$ cat src/rtl/ewb_queue.sv
// ewb_queue: multi-entry eviction write buffer between the L2 cache and pmem.
// Victim lines are queued in a circular FIFO, read hits are served from the
// buffered copy, and read misses go to pmem. A small FSM drains the entries
// to pmem in FIFO order.
// Optional build macro: EWB_COALESCE_EN. When it is defined, a write to an
// address that is already buffered overwrites that entry in place.
module ewb_queue #(
  parameter int DEPTH  = 4,
  parameter int LINE_W = 256,
  parameter int ADDR_W = 32
) (
  input  logic              clk,
  input  logic              rst,
  input  logic              wb_write,
  input  logic              wb_read,
  input  logic [ADDR_W-1:0] wb_address,
  input  logic [LINE_W-1:0] wb_wdata,
  output logic              wb_ready,
  output logic              wb_resp,
  output logic [LINE_W-1:0] wb_rdata,
  output logic              wb_empty,
  output logic              pmem_read,
  output logic              pmem_write,
  output logic [ADDR_W-1:0] pmem_address,
  output logic [LINE_W-1:0] pmem_wdata,
  input  logic [LINE_W-1:0] pmem_rdata,
  input  logic              pmem_resp
);

  localparam int PTR_W = $clog2(DEPTH);
  localparam int CNT_W = PTR_W + 1;
  localparam logic [CNT_W-1:0] FULL_CNT = CNT_W'(DEPTH);

  typedef enum logic [1:0] {
    IDLE  = 2'd0,
    READ  = 2'd1,
    DRAIN = 2'd2
  } state_t;

  state_t            state_reg;
  state_t            state_next;

  // Entry storage: valid bits are reset, address/data behave like a RAM.
  logic [DEPTH-1:0]  valid_reg;
  logic [ADDR_W-1:0] addr_reg [DEPTH];
  logic [LINE_W-1:0] data_reg [DEPTH];

  logic [PTR_W-1:0]  head_reg;
  logic [PTR_W-1:0]  tail_reg;
  logic [CNT_W-1:0]  count_reg;
  logic [CNT_W-1:0]  count_next;

  logic              full;
  logic [DEPTH-1:0]  addr_match;
  logic              rd_hit;
  logic [PTR_W-1:0]  rd_hit_idx;
  logic              coal_hit;
  logic [PTR_W-1:0]  coal_idx;
  logic              wr_accept;
  logic              push;
  logic              pop;
  logic [PTR_W-1:0]  wr_idx;
  logic              hit_take;

  logic              resp_hit_reg;
  logic [LINE_W-1:0] rdata_reg;

  // Scan entries from oldest (head) to youngest; the last match seen is the
  // youngest one. Valid entries are always contiguous from the head.
  function automatic logic [PTR_W:0] youngest_match(
    input logic [DEPTH-1:0] match,
    input logic [PTR_W-1:0] head
  );
    logic [PTR_W:0]   res;
    logic [PTR_W-1:0] idx;
    res = '0;
    idx = '0;
    for (int k = 0; k < DEPTH; k++) begin
      idx = head + PTR_W'(k);
      if (match[idx]) begin
        res = {1'b1, idx};
      end
    end
    return res;
  endfunction

  assign full     = (count_reg == FULL_CNT);
  assign wb_empty = (count_reg == '0);

  // Per-entry address compare against the entries as they stand this cycle.
  for (genvar gi = 0; gi < DEPTH; gi++) begin : g_match
    assign addr_match[gi] = valid_reg[gi] && (addr_reg[gi] == wb_address);
  end

  assign {rd_hit, rd_hit_idx} = youngest_match(addr_match, head_reg);

`ifdef EWB_COALESCE_EN
  // The head is frozen while it is being written to pmem, so it is never a
  // coalescing target during DRAIN; such a write allocates a fresh entry.
  logic [DEPTH-1:0] coal_match;
  logic             coal_any;

  for (genvar gi = 0; gi < DEPTH; gi++) begin : g_coal
    assign coal_match[gi] = addr_match[gi] &&
                            !((state_reg == DRAIN) && (head_reg == PTR_W'(gi)));
  end

  assign {coal_any, coal_idx} = youngest_match(coal_match, head_reg);
  assign coal_hit = wb_write && coal_any;
`else
  assign coal_hit = 1'b0;
  assign coal_idx = '0;
`endif

  // Write handshake: a coalescing write needs no free slot.
  assign wb_ready  = !full || coal_hit;
  assign wr_accept = wb_write && wb_ready;
  assign push      = wr_accept && !coal_hit;
  assign pop       = (state_reg == DRAIN) && pmem_resp;
  assign wr_idx    = coal_hit ? coal_idx : tail_reg;

  // Buffered hits are taken only when no response is being presented.
  assign hit_take = wb_read && rd_hit && !wb_resp &&
                    ((state_reg == IDLE) || (state_reg == DRAIN));

  // Occupancy: simultaneous push and pop leave the count unchanged.
  always_comb begin
    count_next = count_reg;
    if (push && !pop) begin
      count_next = count_reg + CNT_W'(1);
    end else if (!push && pop) begin
      count_next = count_reg - CNT_W'(1);
    end
  end

  // Pointer and occupancy registers.
  always_ff @(posedge clk) begin
    if (rst) begin
      head_reg  <= '0;
      tail_reg  <= '0;
      count_reg <= '0;
    end else begin
      if (push) begin
        tail_reg <= tail_reg + PTR_W'(1);
      end
      if (pop) begin
        head_reg <= head_reg + PTR_W'(1);
      end
      count_reg <= count_next;
    end
  end

  // Valid bits: set on allocation at tail, cleared when the head drains.
  always_ff @(posedge clk) begin
    if (rst) begin
      valid_reg <= '0;
    end else begin
      if (push) begin
        valid_reg[tail_reg] <= 1'b1;
      end
      if (pop) begin
        valid_reg[head_reg] <= 1'b0;
      end
    end
  end

  // Entry address/data write port (allocation or in-place overwrite).
  always_ff @(posedge clk) begin
    if (wr_accept) begin
      addr_reg[wr_idx] <= wb_address;
      data_reg[wr_idx] <= wb_wdata;
    end
  end

  // Registered read port for buffered hits.
  always_ff @(posedge clk) begin
    if (rst) begin
      resp_hit_reg <= 1'b0;
    end else begin
      resp_hit_reg <= hit_take;
    end
    if (hit_take) begin
      rdata_reg <= data_reg[rd_hit_idx];
    end
  end

  // FSM state register.
  always_ff @(posedge clk) begin
    if (rst) begin
      state_reg <= IDLE;
    end else begin
      state_reg <= state_next;
    end
  end

  // FSM next state and pmem strobes; read misses win over starting a drain.
  always_comb begin
    state_next   = state_reg;
    pmem_read    = 1'b0;
    pmem_write   = 1'b0;
    pmem_address = wb_address;
    case (state_reg)
      IDLE: begin
        if (wb_read && !rd_hit && !wb_resp) begin
          state_next = READ;
        end else if (count_reg != '0) begin
          state_next = DRAIN;
        end
      end
      READ: begin
        pmem_read = 1'b1;
        if (pmem_resp) begin
          state_next = IDLE;
        end
      end
      DRAIN: begin
        pmem_write   = 1'b1;
        pmem_address = addr_reg[head_reg];
        if (pmem_resp) begin
          state_next = IDLE;
        end
      end
      default: begin
        state_next = IDLE;
      end
    endcase
  end

  // Miss data passes straight through in the pmem_resp cycle.
  assign wb_resp    = resp_hit_reg || ((state_reg == READ) && pmem_resp);
  assign wb_rdata   = (state_reg == READ) ? pmem_rdata : rdata_reg;
  assign pmem_wdata = data_reg[head_reg];

endmodule

$ cat config.mk
export PLATFORM = sky130hd
export DESIGN_NAME = ewb_queue
export DESIGN_NICKNAME = d
export VERILOG_FILES = /design/src/rtl/ewb_queue.sv
export SDC_FILE = /design/constraint.sdc
export NUM_CORES = 1
export LEC_CHECK = 0
export CAP_MARGIN = 10
export CELL_PAD_IN_SITES_DETAIL_PLACEMENT = 1
export CELL_PAD_IN_SITES_GLOBAL_PLACEMENT = 2
export CORE_AREA = 2 2 429 431
export DETAILED_ROUTE_END_ITERATION = 10
export DIE_AREA = 0 0 431 433
export PLACE_DENSITY_LB_ADDON = 0.25
export SLEW_MARGIN = 5
export SYNTH_ARGS = -nofsm -noshare
export SYNTH_HDL_FRONTEND = slang
export SYNTH_SLANG_ARGS = --single-unit
$ cat constraint.sdc
create_clock -name clk -period 23 [get_ports clk]
set_clock_uncertainty 0.05 [all_clocks]
set_input_delay 5.75 -clock clk [delete_from_list [all_inputs] [get_ports clk]]
set_output_delay 5.75 -clock clk [all_outputs]
set_load 0.03 [all_outputs]
## Yosys cells after proc, flatten, opt, wreduce, memory -nomap -nowiden

Memory sizes are Yosys's and may differ from the RTL's. A register that Yosys moved wholly into a read port is not among the register bits.
Cells that the tools add are included.

- Register bits: 14
- Bits in latches: 0
- Memory bits (writable): 1,152
- Memory bits (read-only): 0
- Input port bits: 549
- Output and inout bits: 549
- Logic and storage cells: 97
- Memories kept: 2

- Add/subtract/negate cells: 6
- Multiply operators: 0
- Div/mod/pow operators: 0
- Order comparisons: 7
- Equality and inequality tests: 9
- Shift-type cells: 0
- Muxes and demuxes: 35
- Bitwise operators: 3
- Reduce and logical (&&, ||, !) cells: 29

Memory list:

| name | words | bits a word | rd ports | clocked after Yosys merged registers in | write ports | RTL line | RTL |
|---|---|---|---|---|---|---|---|
| data_reg | 4 | 256 | 2 | 2 | 1 | 46 | `logic [LINE_W-1:0] data_reg [DEPTH];` |
| addr_reg | 4 | 32 | 5 | 1 | 1 | 45 | `logic [ADDR_W-1:0] addr_reg [DEPTH];` |

Operators by type and width:

| cell | count |
|---|---|
| two-way mux 256 bit | 1 |
| equality test 32 bit | 4 |
| two-way mux 32 bit | 1 |
| two-way mux 3 bit | 6 |
| logical AND 1 bit | 16 |
| less-than comparator 2 x 3 -> 1 bit (second input constant) | 5 |
| two-way mux 2 bit | 7 |
| two-way mux 4 bit | 3 |
| two-way mux 1 bit | 10 |
| binary-select mux 1 bit (select 2 bit) | 4 |
| zero test 1 bit | 5 |
| adder 2 x 1 -> 2 bit (second input constant) | 2 |
| adder 2 bit (second input constant) | 2 |
| AND 4 bit | 1 |
| demux 1 bit (select 2 bit) | 2 |
| >= comparator 2 x 1 -> 1 bit (second input constant) | 2 |
| NOT 4 bit | 1 |
| OR 4 bit | 1 |
| one-hot mux 2 bit (2 select lines) | 1 |
| adder 3 x 1 -> 3 bit (second input constant) | 1 |
| equality test 3 bit (second input constant) | 1 |
| zero test 3 bit | 1 |
| != test 3 x 1 -> 1 bit (second input constant) | 1 |
| nonzero test 3 bit | 1 |
| other kinds (9) | 10 |

## Logic depth before layout (Yosys ltp)

An unclocked memory read counts as a cell.

- Word-level depth: 14
- Gate-level depth with buffers: 13
- Gate-level depth less buffers: 10

## Least setup slack after synthesis

No wires, ideal clock.

- Path type: input -> register
- Start: input wb_address[17]
- End: register rdata_reg[0] (read register of data_reg) (enable)
- Setup time: 1,015 ps
- Arrival: 20,625 ps
- Required time: 21,935 ps
- Path slack: 1,311 ps
- Stages on the path: 7
- Path buffers: 1
- Cell sequence: clkbuf_1 xnor2_1 nand2_1 or4b_2 nor4_1 nand2_1 a41oi_1

- Word-level cells in the longest chain between the ends: 11
- Elaborated cells on any way between the ends: 23
- Those cells by class: 4 x eq/ne; 12 x mux; 7 x reduce/logical

RTL lines:

| item | RTL line | RTL |
|---|---|---|
| from (decl) | 16 | `input logic [ADDR_W-1:0] wb_address,` |
| equality test 32 bit | 92 | `assign addr_match[gi] = valid_reg[gi] && (addr_reg[gi] == wb_address);` |
| logical AND 1 bit | 92 |  |
| binary-select mux 1 bit (select 2 bit) | 80 | `if (match[idx]) begin` |
| two-way mux 1 bit (implied by the code) | 80 |  |
| two-way mux 3 bit (3 in series) | 80 |  |
| two-way mux 3 bit (*) | 80 |  |
| logical AND 1 bit (*) (3 in series) | 123 | `assign hit_take = wb_read && rd_hit && !wb_resp &&` |
| via hit_take | 63 | `logic hit_take;` |
| to (decl) | 66 | `logic [LINE_W-1:0] rdata_reg;` |

The timed path passes the listed nets; every way through them passes the cells marked *. The select of a mux whose other input is x is not followed.
A chain may end at the register's enable or synchronous reset.

## Worst setup path after layout

- Start: input wb_address[15]
- End: output pmem_address[15]

- Word-level cells in the longest chain between the ends: 1

RTL lines:

| item | RTL line | RTL |
|---|---|---|
| two-way mux 32 bit | 202 | `case (state_reg)` |
| to (decl) | 24 | `output logic [ADDR_W-1:0] pmem_address,` |

No other way between the ends.

==> results.md <==
* Status: completed
* Final Max Tran Viols at 0
* Layout area overhead at 27.8%
* Max Root-Sink Buffers at 3
* Crit share post-route at about 58%
* Max frequency at ~0.075 GHz
* Largest register FFs at around 1000
* Ys Warns at 0
* Final ANT Viol Nets at 0
* Cts repair resizes at 0
* FF-to-FF Start: addr_reg[2][11]
* Residual DRC at 0
* Gpl congestion at between 0.8 and 0.9
* TNS Setup at 0 ns
* HP Start: count_reg[2]
* Initial antenna violation count at slightly below 60
* Critical Path End Type: output pin
* Slack of the critical path at around 9.7 ns
* Crit path max fanout at 9
* Setup Slack @ Placement at between 9 and 10 ns
* IO Port Bufs at 1097
* Hold Crit Class: flop to flop
* First-pass GRT wire length at 282000 um
* Total grt overflow at 0
* Layout cells sized above 1 at 18.8%
* Final hold vios at 0
* DR vias/cell at about 5.2
* Vias in the first global route at between 30000 and 40000
* Wire per inst at 29.2 um
* WP data arrival at about 7.5 ns
* Post-CTS Setup Repair Bufs at 0
* Die W at 431 um
* CTS tree: built
* Minimum clock period after layout at about 13 ns
* DP Area at between 70000 and 80000 um2
* Clock sink total at ~1400
* Synth Cell Area at between 60000 and 70000 um2
* Final instance area at 82200 um2
* Max-cap violations at 0
* Overall routing resource usage at approximately a fifth
* IO Count at about 1100
* Synth cell count leaders: 1408 x edfxtp_1, 771 x mux2i_1, 288 x mux4_2
* Initial detailed-routing violation count at roughly 2300
* Layout Cells excl Fill at between 6000 and 7000
* H-tree depth at 4
* Clk_lat worst skew at approximately 0.83 ns
* RR Endpoint: rdata_reg[127]
* Die area at approximately 190000 um2
* Leading area contributor after synthesis: edfxtp_1
* Initial core utilization at 35.3%
* Reg2Reg Depth at 11
* Post-synthesis cell count at 3323
* Final setup fails at 0
* Register area share after synthesis at about two thirds
* RSZ-0062 raised after global routing: no
* Number of fill cells at ~17000
* Area fraction of the dominant cell type after synthesis at 65.8%
* R2R setup slack at about 16 ns
* Syn_nets at approximately 3900
* Root Driver: clkbuf_16
* Worst hold path depth at 2
* Post-synth EDFFs at about 1400
* Cell Rows at approximately 160
* WL final at 203000 um
* Placed cells at between 6000 and 7000
* Total CTS buffers at 163
* Core footprint at 182000 um2
* Syn_area_per_cell at around 19 um2
* Post-synth top flop: edfxtp_1
* Multi-input logic area at around 20000 um2
* Worst Tran Pin Value at approximately 1.3 ns
* Vias after detailed routing at roughly 36000
* Post-CTS Hold Fix Bufs at 0
* Fin nets at roughly 5000
* First-pass DRT Iterations at 5
* Max IR drop VDD at approximately 0.077 mV
* Ys async rst share at 0%
* Die Y at roughly 430 um
* Pin count of the biggest net entering global routing at around 120
* PD cells at about 100 nW/um2
* Leakage power at about 0.027 uW
* Clock transition at the registers of the reported paths at ~0.060 ns
* Leading cell type by number of instances after synthesis: edfxtp_1
* Max transition margin at between 10% and 20%
* Largest cells by area after synthesis: edfxtp_1 66%, mux2i_1 12%, mux4_2 10%, mux2_2 5.0%, buf_12 1.1%
* Dpl hpwl at ~140000 um
* Critical path type: input pin to output pin
* CP Data Required Time at roughly 17 ns
* Area taken by flip-flops and latches at around 43000 um2
* Crit start category: input pin
* Worst Hold End: count_reg[2]
* Netlist cell types at between 50 and 60
* Synthesis-stage register bit count at between 1000 and 1500
worst max-delay path, cell delays in order:
cell and delay, ns:
clkdlybuf4s50_1 0.70, inv_1 0.14, o21ai_0 0.17, clkdlybuf4s50_1 0.73
power by group:
group / switching (uW) / internal, uW
clock: 1050 / 1470
combinational: 1320 / 952
sequential: 113 / 3160
stage by stage:
stage / power (uW) / hold WS, ns / util (%)
final: 8070 / 0.473 / 45.1
after global routing: 8360 / 0.541 / 45.1
after CTS: 8180 / 0.456 / 45.1
after detailed placement: 5630 / 0.446 / 42.3
after global placement: 5620 / 0.435 / 42.3
after floorplan: 4680 / 0.417 / -
worst max path at each step:
stage	from	endpoint	slack, ns	depth (start not counted)
2_1_floorplan	wb_address[17]	rdata_reg[0]	1.31	7
3_3_place_gp	wb_address[15]	pmem_address[15]	9.66	4
3_5_place_dp	wb_address[15]	pmem_address[15]	9.71	4
4_1_cts	wb_address[15]	pmem_address[15]	9.71	4
5_1_grt	wb_address[15]	pmem_address[15]	9.60	4
6_report	wb_address[15]	pmem_address[15]	9.71	4
logic make-up after synthesis:
kind of cell	Yosys count	share of synthesized area, %
compound gates	30	0.337
xor+xnor	132	1.80
fa+ha+maj	13	0.265
buf+inv	235	2.92
flops	1424	66.3
mux	1346	27.1
simple gates	143	1.32
area by class of cell:
cell class,instances,share of cell area (%)
clock inverter,73,0.830
antenna,18,0.0548
sequential,1424,51.8
inverter,16,0.0731
clock buffer,222,5.42
timing repair buffer,1151,13.9
multi-input combinational,1664,24.2
tap,2385,3.63
layout by cell type, fill, tap and decap left out, types with 8 or more instances in the layout:
master,Yosys,layout
nor4_1,22,22
inv_1,16,16
mux2i_1,771,771
nand4_1,35,35
clkinv_2,0,13
clkdlybuf4s50_1,0,1097
clkinv_1,0,33
diode_2,0,18
edfxtp_1,1408,1408
buf_4,2,50
mux2_2,287,287
xnor2_1,76,76
bufinv_16,0,10
clkbuf_1,100,50
nand2_1,18,18
mux4_2,288,288
nand3_1,8,8
xor2_1,56,56
clkbuf_16,0,169
dfxtp_1,16,14
nor2_1,21,21
ha_1,12,10
layer usage:
metal | wire length [um] | up-vias | part of all wire (%) | GRT usage (%)
li1 | - | 15800 | - | -
met1 | 78600 | 18900 | 39 | 25.0
met2 | 106000 | 977 | 52 | 37.7
met3 | 12800 | 289 | 6.3 | 5.59
met4 | 5540 | 44 | 2.7 | 6.31
met5 | 280 | - | 0.14 | 0
No activity file was read; power rests on OpenSTA's default activity.
